[src/rtl/mc_datapath_mul.sv]
`default_nettype none
// ============================================================================
// Module  : mc_datapath_mul
// Brief   : Multicycle ARM datapath with an iterative shift-add multiplier
//           exposed as a fourth Result source. Define MUL_LONG_EN to also
//           produce the upper half of the double-width product on MulOutHi.
// Revision: 1.0 - initial release
// ============================================================================
module mc_datapath_mul #(
  parameter int WIDTH  = 32,
  parameter int REG_AW = 4,
  parameter int PC_INC = 4
) (
  input  logic             clk,
  input  logic             reset,
  output logic [WIDTH-1:0] Instr,
  input  logic [1:0]       RegSrc,
  input  logic             RegWrite,
  input  logic [1:0]       ImmSrc,
  input  logic             ALUSrcA,
  input  logic [1:0]       ALUSrcB,
  input  logic [1:0]       ALUControl,
  input  logic             AdrSrc,
  input  logic             PCWrite,
  input  logic             IRWrite,
  input  logic [1:0]       ResultSrc,
  input  logic             MulStart,
  output logic [WIDTH-1:0] Adr,
  output logic [WIDTH-1:0] WriteData,
  input  logic [WIDTH-1:0] ReadData,
  output logic [3:0]       ALUFlags,
  output logic [WIDTH-1:0] ALUResult,
  output logic             MulBusy,
  output logic             MulDone
`ifdef MUL_LONG_EN
  ,
  output logic [WIDTH-1:0] MulOutHi
`endif
);

  localparam int c_nregs = 2 ** REG_AW;
  localparam logic [REG_AW-1:0] c_top = '1;
`ifdef MUL_LONG_EN
  localparam int c_acc_w = 2 * WIDTH;
`else
  localparam int c_acc_w = WIDTH;
`endif
  localparam int c_cnt_w = $clog2(WIDTH) + 1;
  localparam logic [c_cnt_w-1:0] c_last = c_cnt_w'(WIDTH - 1);

  localparam logic [1:0] c_st_idle = 2'd0;
  localparam logic [1:0] c_st_run  = 2'd1;
  localparam logic [1:0] c_st_done = 2'd2;

  logic [WIDTH-1:0] r_pc, r_instr, r_data, r_a, r_b, r_aluout, r_mulout;
  logic [WIDTH-1:0] r_rf [c_nregs];
  logic [REG_AW-1:0] w_ra1, w_ra2, w_wa;
  logic [WIDTH-1:0] w_rd1, w_rd2, w_result, w_extimm, w_srca, w_srcb, w_bop;
  logic [WIDTH:0]   w_sum;
  logic [WIDTH-1:0] w_alures;
  logic             w_c, w_v;

  logic [1:0]         r_state, w_state_next;
  logic [c_acc_w-1:0] r_mcand, r_acc, w_acc_next;
  logic [WIDTH-1:0]   r_mplier;
  logic [c_cnt_w-1:0] r_count;

  logic w_unused;
  assign w_unused = ^r_instr[WIDTH-1:24];

  assign Instr     = r_instr;
  assign WriteData = r_b;
  assign ALUResult = w_alures;
  assign Adr       = AdrSrc ? w_result : r_pc;

  // Register file; the top index aliases the current Result instead of storage.
  assign w_ra1 = RegSrc[0] ? c_top : REG_AW'(r_instr[19:16]);
  assign w_ra2 = RegSrc[1] ? REG_AW'(r_instr[15:12]) : REG_AW'(r_instr[3:0]);
  assign w_wa  = REG_AW'(r_instr[15:12]);
  assign w_rd1 = (w_ra1 == c_top) ? w_result : r_rf[w_ra1];
  assign w_rd2 = (w_ra2 == c_top) ? w_result : r_rf[w_ra2];

  always_ff @(posedge clk) begin
    if (RegWrite) r_rf[w_wa] <= w_result;
  end

  always_comb begin
    w_extimm = '0;
    case (ImmSrc)
      2'b00:   w_extimm = WIDTH'(r_instr[7:0]);
      2'b01:   w_extimm = WIDTH'(r_instr[11:0]);
      2'b10:   w_extimm = {{(WIDTH-26){r_instr[23]}}, r_instr[23:0], 2'b00};
      default: w_extimm = '0;
    endcase
  end

  assign w_srca = ALUSrcA ? r_pc : r_a;

  always_comb begin
    w_srcb = '0;
    case (ALUSrcB)
      2'b00:   w_srcb = r_b;
      2'b01:   w_srcb = w_extimm;
      2'b10:   w_srcb = WIDTH'(PC_INC);
      default: w_srcb = '0;
    endcase
  end

  // Subtract is a + ~b + 1, so carry-out directly means "no borrow".
  assign w_bop = ALUControl[0] ? ~w_srcb : w_srcb;
  assign w_sum = {1'b0, w_srca} + {1'b0, w_bop} + {{WIDTH{1'b0}}, ALUControl[0]};

  always_comb begin
    w_alures = w_sum[WIDTH-1:0];
    w_c      = 1'b0;
    w_v      = 1'b0;
    case (ALUControl)
      2'b10:   w_alures = w_srca & w_srcb;
      2'b11:   w_alures = w_srca | w_srcb;
      default: begin
        w_c = w_sum[WIDTH];
        w_v = (w_srca[WIDTH-1] == w_bop[WIDTH-1]) && (w_sum[WIDTH-1] != w_srca[WIDTH-1]);
      end
    endcase
  end

  assign ALUFlags = {w_alures[WIDTH-1], (w_alures == '0), w_c, w_v};

  always_comb begin
    w_result = r_aluout;
    case (ResultSrc)
      2'b00:   w_result = r_aluout;
      2'b01:   w_result = r_data;
      2'b10:   w_result = w_alures;
      default: w_result = r_mulout;
    endcase
  end

  always_ff @(posedge clk) begin
    if (reset) begin
      r_pc     <= '0;
      r_instr  <= '0;
      r_data   <= '0;
      r_a      <= '0;
      r_b      <= '0;
      r_aluout <= '0;
    end else begin
      r_data   <= ReadData;
      r_a      <= w_rd1;
      r_b      <= w_rd2;
      r_aluout <= w_alures;
      if (PCWrite) r_pc    <= w_result;
      if (IRWrite) r_instr <= ReadData;
    end
  end

  // Multiplier control: state register, next-state logic, outputs.
  always_ff @(posedge clk) begin
    if (reset) r_state <= c_st_idle;
    else       r_state <= w_state_next;
  end

  always_comb begin
    w_state_next = r_state;
    case (r_state)
      c_st_idle: if (MulStart) w_state_next = c_st_run;
      c_st_run:  if (r_count == c_last) w_state_next = c_st_done;
      c_st_done: w_state_next = c_st_idle;
      default:   w_state_next = c_st_idle;
    endcase
  end

  always_comb begin
    MulBusy = (r_state == c_st_run);
    MulDone = (r_state == c_st_done);
  end

  assign w_acc_next = r_acc + (r_mplier[0] ? r_mcand : '0);

  always_ff @(posedge clk) begin
    if (reset) begin
      r_mcand  <= '0;
      r_mplier <= '0;
      r_acc    <= '0;
      r_count  <= '0;
      r_mulout <= '0;
`ifdef MUL_LONG_EN
      MulOutHi <= '0;
`endif
    end else begin
      case (r_state)
        c_st_idle: begin
          if (MulStart) begin
            r_mcand  <= c_acc_w'(r_a);
            r_mplier <= r_b;
            r_acc    <= '0;
            r_count  <= '0;
          end
        end
        c_st_run: begin
          r_acc    <= w_acc_next;
          r_mcand  <= r_mcand << 1;
          r_mplier <= r_mplier >> 1;
          r_count  <= r_count + 1'b1;
          if (r_count == c_last) begin
            r_mulout <= w_acc_next[WIDTH-1:0];
`ifdef MUL_LONG_EN
            MulOutHi <= w_acc_next[c_acc_w-1 -: WIDTH];
`endif
          end
        end
        default: ;
      endcase
    end
  end

endmodule
`default_nettype wire

[config.mk]
export PLATFORM = sky130hd
export DESIGN_NAME = mc_datapath_mul
export DESIGN_NICKNAME = d
export VERILOG_FILES = /design/src/rtl/mc_datapath_mul.sv
export SDC_FILE = /design/constraint.sdc
export NUM_CORES = 2
export LEC_CHECK = 0
export ABC_AREA = 1
export BUFFER_PORTS_ARGS = -buffer_cell sky130_fd_sc_hd__buf_2
export CELL_PAD_IN_SITES_DETAIL_PLACEMENT = 1
export CELL_PAD_IN_SITES_GLOBAL_PLACEMENT = 1
export CORE_MARGIN = 3
export CORE_UTILIZATION = 48
export DETAILED_ROUTE_END_ITERATION = 10
export PLACE_DENSITY_LB_ADDON = 0.08
export SYNTH_ARGS = -nofsm -noshare
export SYNTH_HDL_FRONTEND = slang
export SYNTH_SLANG_ARGS = --single-unit
[constraint.sdc]
create_clock -name clk -period 5.2 [get_ports clk]
set_input_delay 1.04 -clock clk [delete_from_list [all_inputs] [get_ports clk]]
set_output_delay 1.04 -clock clk [all_outputs]
set_load 0.02 [all_outputs]
Word level (Yosys, flattened, before mapping)
Memory sizes are Yosys's and may differ from the RTL's.
Index checks and enable logic that the tools add are counted.
- register bits: 328
- RAM bits: 512
- output and inout port bits: 134
- bits of input ports: 50
- memories: 1
- $add $sub $neg: 4
- equality and inequality tests: 17
- reduce and logical (&&, ||, !) cells: 11
- bitwise gates (word level): 3
- muxes and demuxes: 27
- memory list (memory ; words ; width ; read ports ; clocked after memory_dff ; wr ports ; line ; text):
    r_rf ; 16 ; 32 ; 2 ; 0 ; 1 ; 56 ; logic [WIDTH-1:0] r_rf [c_nregs];
- operator list (cell ; number):
    $mux W32 ; 9
    $pmux W32 S3 ; 3
    $pmux W32 S2 ; 4
    $add A32 B32 Y33 ; 1
    $add A33 B1 Y33 ; 1
    $add A32 B32 Y32 ; 1
    $and A32 B32 Y32 ; 1
    $logic_not A32 Y1 ; 1
    $not A32 Y32 ; 1
    $or A32 B32 Y32 ; 1
    $eq A2 B2 Y1 const B ; 6
    $pmux W6 S2 ; 1
    $eq A2 B1 Y1 const B ; 4
    $eq A4 B4 Y1 const B ; 2
    $logic_not A2 Y1 ; 4
    $mux W4 ; 2
    $add A6 B1 Y6 const B ; 1
    $eq A6 B5 Y1 const B ; 1
    $mux W6 ; 1
    $reduce_and A2 Y1 ; 3
    $mux W1 ; 4
    $mux W2 ; 2
    $pmux W2 S2 ; 1
    $ne A2 B1 Y1 const B ; 1
    6 further kinds ; 6

Depth between registers and ports, before layout
- depth in word-level cells: 10
- depth in mapped cells: 29
- gate-level depth less buffers: 28

Least setup slack after synthesis
No wires, ideal clock.
- path kind: input port to output port
- start: input port ImmSrc[1]
- end: output port Adr[24]
- stages: 25
- arrival: 3841 ps
- setup slack: 319 ps
- cells stage by stage: buf_6 -> inv_2 -> nor2_2 -> nand2_4 -> inv_2 -> buf_6 -> a22oi_1 -> inv_1 -> nor2_1 -> inv_1 -> nand2_1 -> inv_1 -> ha_1 -> a21oi_1 -> a21boi_1 -> nor2_1 -> nor2_1 -> nand3_1 -> nand2_1 -> nand3_1 -> nand2_1 -> nand2_1 -> nand2_1 -> o21ai_1 -> o21ai_1
- cells in the longest elaborated chain, start to end: 10
- elaborated cells between the ends (all ways): 14
- those cells by class: 2 x add/sub; 2 x eq/ne; 6 x mux; 3 x bitwise; 1 x reduce/logical
- RTL lines (what ; line ; text):
    start: declaration ; 19 ; input logic [1:0] ImmSrc,
    $eq A2 B2 Y1, or another cell as far along ; 89 ; case (ImmSrc)
    $pmux W32 S3 * ; 89 ;
    $pmux W32 S3 * ; 101 ; case (ALUSrcB)
    $not A32 Y32 ; 110 ; assign w_bop = ALUControl[0] ? ~w_srcb : w_srcb;
    $mux W32 ; 110 ;
    $add A32 B32 Y33 ; 111 ; assign w_sum = {1'b0, w_srca} + {1'b0, w_bop} + {{WIDTH{1'b0}}, ALUControl[0]};
    $add A33 B1 Y33 ; 111 ;
    $pmux W32 S2 * ; 117 ; case (ALUControl)
    via ALUResult[24] ; 32 ; output logic [WIDTH-1:0] ALUResult,
    $pmux W32 S3 * ; 131 ; case (ResultSrc)
    $mux W32 * ; 74 ; assign Adr = AdrSrc ? w_result : r_pc;
    end: declaration ; 28 ; output logic [WIDTH-1:0] Adr,
Mark *: on every way through the listed nets, which the timed path passes. The rest lies on a longest branch.

Worst setup path in the final report
- start: input port ALUSrcB[1]
- end: output port Adr[18]
- cells in the longest elaborated chain, start to end: 9
- elaborated cells between the ends (all ways): 13
- those cells by class: 2 x add/sub; 2 x eq/ne; 5 x mux; 3 x bitwise; 1 x reduce/logical
- RTL lines (what ; line ; text):
    start: declaration ; 21 ; input logic [1:0] ALUSrcB,
    $eq A2 B2 Y1, or another cell as far along ; 101 ;
    $pmux W32 S3 * ; 101 ;
    $not A32 Y32 ; 110 ;
    $mux W32 ; 110 ;
    $add A32 B32 Y33 ; 111 ;
    $add A33 B1 Y33 ; 111 ;
    $pmux W32 S2 * ; 117 ;
    $pmux W32 S3 * ; 131 ;
    $mux W32 * ; 74 ;
Mark *: on every way between the ends. The rest lies on a longest branch, timed or not.

==> out/metrics.cfg <==
[setup_path]
max_stage_delay_ns=0.32
cpMostUsedCell=nand2_2
worstSetupEndpointType=output pin
crit_required_ns=4.16
crit_type=in2out
crit_path_start_kind=input port
crit_fanout=5
critPathSlowestCell=ha_4
worstPathArrival_ns=4.37

[route]
antenna_left=0
num_vias=42568
met1_length_um=74800
wl_met2_um=90300
first_pass_iters=6
first_iter_violations=4881
drc_errors=0
routed_wl_um=198000
routed-wl-met3_um=17600
wire_per_inst_um=29.7
vias_per_cell=6.39
top_layer=met5

[cts]
clock_latency_ns=0.70
h-tree-depth=3
clkTransAtPathRegs_ns=0.06
hold_buffers=0
cts_tree=yes
cts_sinks=840
numCtsBuffers=93
clockBufferDepth=3
cts-root-buf=clkbuf_16

[synth]
netlist_instances=4929
yosysWarnings=0
post_synth.cell_area_avg_um2=8.64
synth_common_cells=nand2_1, inv_1, edfxtp_1
synth_top_area_share_pct=36.1
syn_area_um2=42600
yosysSeqAreaShare_pct=51.5
synth_edf_count=512
ys_types=59
async_flop_share_pct=0
syn_nets=5044
synth_top_flop_cell=edfxtp_1
synth_top_area_cell=edfxtp_1
ys_seq_elements=840
synth_area_leaders=edfxtp_1, dfxtp_1, nand2_1, o21ai_0, a21oi_1
yosysMostFrequentCell=nand2_1

[sta]
clock_skew_ns=0.0373
slew_viol_final=0
hold_viol_final=0
slew_headroom_pct=17.3
rsz0062_at_grt=yes
min_period_ns=5.41
worst_slack_ns=-0.207
fin_tns_setup_ns=-2.49
fmax_mhz=185
fin_crit_sh_pct=104
worstMarginPinSlew_ns=1.24
setup_viol=26

[floorplan]
num_rows=108
dieHeight_um=304
io_pins=184
die_area_um2=92300
die_w_um=304
coreArea_um2=87300
initial_core_util_pct=48.8

[global_route]
grtUsageTotal_pct=40.8
grt_max_degree=147
grt_overflow=0
grt_pass1_vias=42715
antenna_found_initial=14
grt_pass1_wl_um=283000

[finish]
final_nets=5542
fin_area_um2=53400
area_growth_pct=25.5
final_layout_size_suffix_gt1_share_pct=24.6

[power_and_ir_drop]
ir_drop_mv=0.289
p_per_area_nw_per_um2=353
leakage_uw=0.0220

[placement]
gp_congestion=0.970
place_hpwl_um=130000
post_dp_cell_area_um2=47400
io_buffers=183

[flow_run]
maxCapViolations=0

[run_status]
violations=setup timing
status=complete, but fails checks

[worst_hold_path]
hp-class=reg2reg

[power by group]
| group | total (uW) | internal (uW) | switching, uW |
|---|---|---|---|
| logic | 4530 | 1580 | 2960 |
| clock network | 6630 | 3780 | 2850 |
| registers | 7690 | 7430 | 263 |
| total | 18800 | 12800 | 6070 |
[layer usage]
metal  GRT usage, %  vias up
met4           24.4       18
li1               -    18313
met5              0        -
met3           7.97      723
met2           65.9     2458
met1           50.8    21056
[final timing paths]
| check | cells past startpoint | startpoint | endpoint | slack, ns |
|---|---|---|---|---|
| setup reg to reg | 25 | Instr[0]$_SDFFE_PP0P_ | r_rf[3][30]$_DFFE_PP_ | 1.04 |
| hold reg to reg | 2 | r_mcand[31]$_SDFFE_PP0P_ | r_mcand[31]$_SDFFE_PP0P_ | 0.45 |
| setup / recovery | 28 | ALUSrcB[1] | Adr[18] | -0.21 |
| hold / removal | 2 | r_mcand[31]$_SDFFE_PP0P_ | r_mcand[31]$_SDFFE_PP0P_ | 0.45 |
[layout make-up]
class / instances / area [um^2]
multi-input cells: 3184 / 19000
repair buffers: 738 / 5750
well taps: 1155 / 1450
clock buffers: 133 / 2710
flip-flops and latches: 840 / 21900
clock inverters: 36 / 327
inverters: 570 / 2180
fillers: 10008 / 33900
diodes: 4 / 10.0
[cell usage in the layout, fill, tap and decap left out, types with 23 or more instances in the layout]
cell type / Yosys / routed
o21a_1: 27 / 27
buf_12: 0 / 26
o21ai_0: 509 / 487
dfxtp_1: 328 / 326
nand2_1: 714 / 608
a21o_1: 37 / 37
ha_1: 63 / 35
inv_2: 12 / 37
nand3_1: 266 / 238
nor2_1: 427 / 363
a221oi_1: 42 / 42
nor2_4: 5 / 49
a21oi_2: 1 / 30
nand2_4: 1 / 27
buf_2: 69 / 149
a21oi_1: 454 / 417
inv_1: 553 / 515
ha_4: 0 / 26
nor2_2: 6 / 26
o22ai_1: 33 / 29
buf_6: 6 / 52
nand3_2: 1 / 23
edfxtp_1: 512 / 512
buf_4: 11 / 504
o221ai_1: 240 / 239
clkbuf_16: 0 / 99
or2_2: 30 / 29
o21ai_1: 78 / 53
nand2_2: 11 / 89
o211ai_1: 46 / 46
o21ai_2: 9 / 45
[logic make-up after synthesis]
group / share of synthesized area [%]
simple gates: 14.8
fa+ha+maj: 1.95
buf+inv: 8.38
mux: 0.367
flops: 51.5
xor+xnor: 0.453
compound gates: 22.5
[worst max-delay path, delay by kind of cell]
family	cells	cell delay, ns
xor+xnor	1	0.17
fa+ha+maj	1	0.32
buf+inv	8	0.92
simple gates	14	1.30
compound gates	4	0.59
[metrics by stage]
step	power, uW	cells	hold slack (ns)	util, %	worst slack (ns)
finish	18800	6660	0.451	61.2	-0.207
global placement	11500	6383	0.432	54.3	-0.734
global route	19400	6657	0.467	61.2	-0.381
CTS	18400	6638	0.449	59.9	-0.0888
detailed placement	11600	6383	0.436	54.3	-0.755
floorplan	9600	4929	0.425	-	0.319
[flip-flops by register name, summed over array words and instances (netlist names)]
signal / count
Instr: 32
WriteData: 32
r_a: 32
r_acc: 32
r_aluout: 32
r_count: 6
r_data: 32
r_mcand: 32
r_mplier: 32
r_mulout: 32
r_pc: 32
r_rf: 512
r_state: 2
[what timing repair did]
item	CTS	global route
resized for setup	288	279
pin swaps	91	140
gates cloned	3	1
setup buffers	84	21
endpoints found under the setup margin	44	41
(Power assumes the default switching activity.)
